==> config.mk <==
export PLATFORM = sky130hd
export DESIGN_NAME = fp_posit_acc
export DESIGN_NICKNAME = d
export VERILOG_FILES = /design/src/rtl/fp_posit_acc_pkg.sv /design/src/rtl/fp_posit_acc_normalize.sv /design/src/rtl/fp_posit_acc.sv
export SDC_FILE = /design/constraint.sdc
export NUM_CORES = 1
export LEC_CHECK = 0
export CAP_MARGIN = 30
export CORE_MARGIN = 2
export CORE_UTILIZATION = 50
export CTS_CLUSTER_DIAMETER = 80
export CTS_CLUSTER_SIZE = 16
export DETAILED_ROUTE_END_ITERATION = 10
export HOLD_SLACK_MARGIN = 0.15
export PLACE_DENSITY = 0.77
export SYNTH_ARGS = -nofsm -noshare
export SYNTH_HDL_FRONTEND = slang
export SYNTH_SLANG_ARGS = --single-unit
==> constraint.sdc <==
create_clock -name clk -period 10.1 [get_ports clk]
set_input_delay 3.03 -clock clk [delete_from_list [all_inputs] [get_ports clk]]
set_output_delay 3.03 -clock clk [all_outputs]
set_load 0.03 [all_outputs]
==> src/rtl/fp_posit_acc_pkg.sv <==
// fp_posit_acc_pkg: FSM states and fixed-point/FP16 constants shared by the posit accumulator files.
package fp_posit_acc_pkg;
  typedef enum logic [1:0] {IDLE, ACCUM, NORM, OUT} state_t;
  localparam int ACC_LSB_EXP = -28;
  localparam int FP16_BIAS = 15;
  localparam logic [15:0] FP16_MAX_MAG = 16'h7BFF;
  localparam int ALIGN_OFFSET = 16;
endpackage

==> src/rtl/fp_posit_acc_normalize.sv <==
// fp16_normalize: converts a signed fixed-point accumulator (LSB 2^-28) to truncated FP16; acc in, result out.
module fp16_normalize
  import fp_posit_acc_pkg::*;
#(
  parameter int ACC_WIDTH = 56
) (
  input  logic signed [ACC_WIDTH-1:0] acc,
  output logic        [15:0]          result
);
  localparam int PW = $clog2(ACC_WIDTH);
  localparam logic signed [PW+1:0] E_OFF = (PW+2)'(ACC_LSB_EXP + FP16_BIAS);
  logic sign;
  logic [ACC_WIDTH-1:0] mag;
  logic [PW-1:0] p;
  logic signed [PW+1:0] e;
  logic [9:0] frac;
  always_comb begin
    sign = acc[ACC_WIDTH-1];
    mag = sign ? ACC_WIDTH'(-acc) : ACC_WIDTH'(acc);
    p = '0;
    for (int i = 0; i < ACC_WIDTH; i++) if (mag[i]) p = PW'(i);
    frac = 10'({mag, 10'b0} >> p);
    e = $signed({2'b00, p}) + E_OFF;
    result = (mag == '0 || e <= 0) ? 16'h0000
           : (e >= 31) ? {sign, FP16_MAX_MAG[14:0]}
           : {sign, e[4:0], frac};
  end
endmodule

==> src/rtl/fp_posit_acc.sv <==
// fp_posit_acc: exact fixed-point accumulation of multiplier products with FP16 output and ready/valid handshake.
// Ports: start/acc_len begin a run; in_valid/sign_in/exp_in/mantissa_in deliver products;
// result/out_valid/out_ready hand off the FP16 sum; busy flags non-IDLE; drop pulses on discarded products.
module fp_posit_acc
  import fp_posit_acc_pkg::*;
#(
  parameter int EXP_WIDTH = 5,
  parameter int PROD_MAN_WIDTH = 14,
  parameter int ACC_WIDTH = 56,
  parameter int CNT_WIDTH = 8
) (
  input  logic                      clk,
  input  logic                      rst,
  input  logic                      start,
  input  logic [CNT_WIDTH-1:0]      acc_len,
  input  logic                      in_valid,
  input  logic                      sign_in,
  input  logic [EXP_WIDTH-1:0]      exp_in,
  input  logic [PROD_MAN_WIDTH-1:0] mantissa_in,
  output logic                      out_valid,
  input  logic                      out_ready,
  output logic [15:0]               result,
  output logic                      busy,
  output logic                      drop
);
  state_t state;
  logic signed [ACC_WIDTH-1:0] acc, aligned, prod;
  logic [CNT_WIDTH-1:0] count;
  logic [5:0] sh;
  logic [15:0] norm_result;
  always_comb begin
    sh = 6'($signed(exp_in) + ALIGN_OFFSET);
    aligned = ACC_WIDTH'(mantissa_in) << sh;
    prod = sign_in ? -aligned : aligned;
  end
  fp16_normalize #(.ACC_WIDTH(ACC_WIDTH)) u_norm (.acc(acc), .result(norm_result));
  assign busy = state != IDLE;
  always_ff @(posedge clk) begin
    if (rst) begin
      state <= IDLE;
      acc <= '0;
      count <= '0;
      result <= 16'h0000;
      out_valid <= 1'b0;
      drop <= 1'b0;
    end else begin
      drop <= in_valid && state != ACCUM;
      case (state)
        IDLE: if (start) begin
          acc <= '0;
          count <= acc_len;
          state <= acc_len == '0 ? NORM : ACCUM;
        end
        ACCUM: if (in_valid) begin
          acc <= acc + prod;
          count <= count - 1'b1;
          if (count == CNT_WIDTH'(1)) state <= NORM;
        end
        NORM: begin
          result <= norm_result;
          out_valid <= 1'b1;
          state <= OUT;
        end
        OUT: if (out_ready) begin
          out_valid <= 1'b0;
          state <= IDLE;
        end
      endcase
    end
  end
endmodule

# After elaboration in Yosys (flattened, before gate mapping)
# Index checks and enable logic that the tools add are counted.
dict set report totals {
  register_bits 84
  input_bits 33
  out_inout_bits 19
}
dict set report op_classes {
  muxes 73
  n_reduce_logical 11
  add_sub_neg 6
  n_eq_ne 9
  shifts 2
  order_cmp 2
}
# op count
set ops {}
lappend ops {{two-way mux 56 bit} 4}
lappend ops {{two-way mux 6 bit} 24}
lappend ops {{negation 56 bit} 2}
lappend ops {{one-hot mux 56 bit (2 select lines)} 1}
lappend ops {{two-way mux 5 bit} 16}
lappend ops {{right shift 66 x 6 -> 10 bit} 1}
lappend ops {{adder 56 bit} 1}
lappend ops {{logical NOT 56 bit} 1}
lappend ops {{<< shifter 14 x 6 -> 56 bit} 1}
lappend ops {{two-way mux 4 bit} 8}
lappend ops {{two-way mux 16 bit} 1}
lappend ops {{two-way mux 8 bit} 2}
lappend ops {{one-hot mux 8 bit (2 select lines)} 1}
lappend ops {{two-way mux 15 bit} 1}
lappend ops {{two-way mux 2 bit} 7}
lappend ops {{two-way mux 3 bit} 4}
lappend ops {{adder 7 x 5 -> 8 bit (second input constant)} 1}
lappend ops {{equality test 8 x 1 -> 1 bit (second input constant)} 1}
lappend ops {{>= comparator 8 x 6 -> 1 bit (second input constant)} 1}
lappend ops {{less-or-equal comparator 8 x 1 -> 1 bit (second input constant)} 1}
lappend ops {{logical NOT 8 bit} 1}
lappend ops {{!= test 2 bit (second input constant)} 4}
lappend ops {{one-hot mux 2 bit (4 select lines)} 1}
lappend ops {{subtractor 8 x 1 -> 8 bit (second input constant)} 1}
lappend ops {{other kinds (13)} 17}

# Logic depth before layout (Yosys ltp)
# Gate-level depths: netlist (run 1).
dict set report logic_depth {
  ltp_word 61
  mapped_depth 31
  mapped_depth_nobuf 27
}

# By module
# A second synthesis (run 1) with hierarchy kept.
dict set report unflattened {
  cells_unflattened 2239
  area_unflattened_um2 15781.4
}
# module instances area_each_um2 seq_area_each_um2 cells_per_inst
set by_module_without_submodules {}
lappend by_module_without_submodules {fp_posit_acc 1 9117.5 1681.6 1222}
lappend by_module_without_submodules {fp16_normalize 1 6663.9 0.0 1017}

# Least setup slack after synthesis (run 1)
# No wires, ideal clock.
dict set report synth_timing {
  path_type {in2reg}
  startpoint {in exp_in[0]}
  endpoint {reg acc[52]}
  slack_ps 901
  t_arrival_ps 9081
  required_ps 9983
  path_buffers 3
  setup_ps 117
  stages 25
  path_cell_list {buf_2 -> buf_2 -> mux4_2 -> mux2_2 -> mux2_2 -> a22oi_1 -> nand4_1 -> or2_2 -> or4_1 -> or2_2 -> clkbuf_1 -> o21ai_0 -> xnor2_1 -> ha_1 -> a21o_1 -> a21o_1 -> a21oi_1 -> o2111a_1 -> o31ai_1 -> o211a_1 -> o21ai_0 -> a21oi_1 -> o21a_1 -> or3_1 -> a32o_1}
}
dict set report synth_via {
  elab_chain_cells 7
}
# item line
set synth_rtl {}
lappend synth_rtl {{start, declared} fp_posit_acc.sv:18} ;# input logic [EXP_WIDTH-1:0] exp_in,
lappend synth_rtl {{adder 5 x 6 -> 6 bit (*)} fp_posit_acc.sv:32} ;# sh = 6'($signed(exp_in) + ALIGN_OFFSET);
lappend synth_rtl {{<< shifter 14 x 6 -> 56 bit (*)} fp_posit_acc.sv:33} ;# aligned = ACC_WIDTH'(mantissa_in) << sh;
lappend synth_rtl {{negation 56 bit} fp_posit_acc.sv:34} ;# prod = sign_in ? -aligned : aligned;
lappend synth_rtl {{two-way mux 56 bit (*)} fp_posit_acc.sv:34}
lappend synth_rtl {{adder 56 bit (*)} fp_posit_acc.sv:55} ;# acc <= acc + prod;
lappend synth_rtl {{two-way mux 56 bit (*)} fp_posit_acc.sv:54} ;# ACCUM: if (in_valid) begin
lappend synth_rtl {{one-hot mux 56 bit (2 select lines) (*)} fp_posit_acc.sv:48} ;# case (state)
lappend synth_rtl {{end signal, assigned} fp_posit_acc.sv:55}
lappend synth_rtl {{end, declared} fp_posit_acc.sv:27} ;# logic signed [ACC_WIDTH-1:0] acc, aligned, prod;
# Every way passes the cells marked *; elsewhere a longest branch is shown, timed or not. The select of a mux whose other input is x is not followed.
# A chain may end at the register's enable or synchronous reset.

# Worst setup path in the final report (run 1)
dict set report layout_timing {
  startpoint {in exp_in[1]}
  endpoint {reg acc[47]}
}
# Same word-level chain as after synthesis.

==> flow_metrics.py, run 1 <==
metrics = {
    "logic_synthesis": {
        "netlist_instances": 2200,
        "async_reset_ff_frac": 0,
        "synth_edf_count": 0,
        "ys_ff_latch": 84,
        "syn_nets": 2301,
        "yosysWarnings": 0,
        "ys_types": 99,
        "netlist_area_sq_um": 15300,
        "seq_area_frac_synth": 0.110,
        "avgSynthCellArea_sq_um": 6.95,
        "synthFlopType": "dfxtp_1",
    },
    "die": {
        "ios": 52,
        "rows": 64,
        "die-area_sq_um": 32000,
        "die_h_microns": 179,
        "die_x_microns": 179,
        "start_util": 0.504,
        "core_area_sq_um": 30300,
    },
    "worst_setup_path": {
        "startpoint_type": "primary input",
        "cp.arrival_ps": 9830,
        "critical_path_peak_fanout": 10,
        "crit_type": "primary input to register",
        "max_stage_delay_ps": 700,
        "cp.required_ps": 10360,
        "crit_path_end_kind": "register",
        "crit_family": "compound AO/OA/AOI/OAI gates",
        "path_buf_inv": 2,
        "slowest_stage": "clkdlybuf4s50_1",
        "crit_top_cell": "o21ai_0",
    },
    "hold_path": {
        "hp-class": "register to register",
    },
    "placement": {
        "port_buffers": 51,
        "place_hpwl_mm": 40.9,
        "place_congestion": 0.982,
    },
    "route": {
        "routed_via_density": 6.91,
        "route.detailed.drc": 0,
        "wl_met3_mm": 4.24,
        "vias": 17500,
        "highest_layer": "met4",
        "wl_met1_mm": 22.8,
        "wl_met2_mm": 24.6,
        "first_iter_violations": 2095,
        "wl_per_cell_microns": 21.4,
        "postRouteWirelength_mm": 54.2,
        "ant_nets": 0,
        "dr.pass1.iters": 6,
    },
    "grt": {
        "grt_pass1_vias": 15600,
        "grt_max_degree": 104,
        "grt-ovfl-total": 0,
        "grt_pass1_wl_mm": 85.2,
        "grt.total_usage": 0.332,
        "antenna_found_initial": 0,
    },
    "clock_tree": {
        "clkLatencyLatePin_ps": 380,
        "cts_buffers": 9,
        "clk_pin_slew_ps": 80,
        "cts_root_buffer": "clkbuf_16",
        "clockBufferDepth": 2,
        "cts_sinks": 84,
        "cts_tree": "done",
        "post_cts_buffers": 0,
        "h-tree-depth": 3,
    },
    "sta": {
        "slew_headroom": 0.312,
        "max_freq_ghz": 0.104,
        "skew_ps": 17.0,
        "grt_setup_unrepaired": "false",
        "finalCritPeriodShare": 0.948,
        "hold_violations": 0,
        "tns_ps": 0,
        "drv_slew": 0,
        "worst_pin_slew_ps": 1030,
        "setup_viol": 0,
        "holdWs_ps": 466,
        "min_period_ps": 9570,
    },
    "layout": {
        "area_delta_synth_final_pct": 5.96,
        "fin_nets": 2234,
        "antenna_cells": 0,
        "final_cell_mix": "206 x nor2_1, 190 x nand2_1, 158 x a21oi_1",
        "fillers": 2948,
        "layout_commonest_cell": "nor2_1",
        "layout-drive-gt1-share": 0.0786,
    },
    "status": {
        "status": "complete, no violations",
    },
    "job": {
        "max_cap_viol_count": 0,
    },
}
area by class of cell:
| type | instances | area (sq um) | share of cell area |
|---|---|---|---|
| Multi-Input combinational cell | 1879 | 12600 | 0.780 |
| Inverter | 64 | 240 | 0.0148 |
| Clock buffer | 9 | 225 | 0.0139 |
| Clock inverter | 7 | 80.1 | 0.00494 |
| Sequential cell | 84 | 1680 | 0.104 |
| Tap cell | 396 | 495 | 0.0306 |
| Timing Repair Buffer | 95 | 846 | 0.0522 |
metal layers:
layer	GRT usage	vias to the layer above
li1	-	8220
met1	0.441	8165
met2	0.533	954
met3	0.0443	160
met4	0.150	0
met5	0	-
timing repair:
item / CTS / global route
hold buffers: 0 / 0
setup endpoints to repair: 0 / 5
resized for setup: 0 / 2
worst min-delay path, cell delays in order, from the launching register on:
cell and delay (ps):
dfxtp_1 310, nand2_1 60, a21oi_1 50
logic make-up after synthesis:
kind of cell,count (synthesis),synth area share
fa+ha+maj,68,0.0561
flops,84,0.110
buf+inv,237,0.0649
simple gates,790,0.263
compound gates,801,0.361
xor+xnor,139,0.0801
mux,81,0.0654
through the flow:
step            util  worst slack, ps  instance area [sq um]  instances
3_3_place_gp   0.524              364                  15900       2517
2_1_floorplan      -              901                  15300       2200
4_1_cts        0.534              556                  16200       2534
3_5_place_dp   0.524              242                  15900       2518
6_report       0.534              530                  16200       2534
5_1_grt        0.534             5.62                  16200       2534
state kept, by name, summed over array words and instances (netlist names):
register / count
acc: 56
result: 16
count: 8
state: 2
drop: 1
out_valid: 1
final timing paths:
kind,depth (start not counted),slack (ps),from,end
setup / recovery,25,530,exp_in[1],acc[47]
hold / removal,2,470,result[11],result[11]
setup reg to reg,20,2530,acc[5],result[8]
hold reg to reg,2,470,result[11],result[11]
synth_stat cells, types with 20 or more instances:
library cell | number | share of area
a211oi_1 | 36 | 0.018
a21o_1 | 58 | 0.028
a21oi_1 | 160 | 0.052
a22oi_1 | 50 | 0.025
a31oi_1 | 31 | 0.013
buf_2 | 50 | 0.016
clkbuf_1 | 101 | 0.025
dfxtp_1 | 84 | 0.11
ha_1 | 67 | 0.055
inv_1 | 59 | 0.014
mux2_2 | 22 | 0.016
mux2i_1 | 46 | 0.030
nand2_1 | 190 | 0.047
nand2b_1 | 29 | 0.012
nand3_1 | 70 | 0.023
nand4_1 | 36 | 0.015
nor2_1 | 207 | 0.051
nor3_1 | 61 | 0.020
nor4_1 | 26 | 0.011
o211ai_1 | 29 | 0.014
o21a_1 | 23 | 0.011
o21ai_0 | 142 | 0.046
o22ai_1 | 31 | 0.013
o31ai_1 | 31 | 0.015
or2_2 | 22 | 0.0090
or3_1 | 32 | 0.013
or4_1 | 20 | 0.0098
xnor2_1 | 85 | 0.049
xor2_1 | 53 | 0.030
Power of run 1 is not shown: default switching activity piles up to over one toggle a cycle in this logic, so the estimate is an artifact.
==> run 2, diff against run 1 <==
--- a/config.mk
+++ b/config.mk
@@ -8,7 +8,7 @@
 export CAP_MARGIN = 30
 export CORE_MARGIN = 2
 export CORE_UTILIZATION = 50
-export CTS_CLUSTER_DIAMETER = 80
+export CTS_CLUSTER_DIAMETER = 30
 export CTS_CLUSTER_SIZE = 16
 export DETAILED_ROUTE_END_ITERATION = 10
 export HOLD_SLACK_MARGIN = 0.15
==> results of run 2 <==
The final DEF is identical to that of run 1; final timing and power are the same.
Power of run 2 is left out for the same reason.
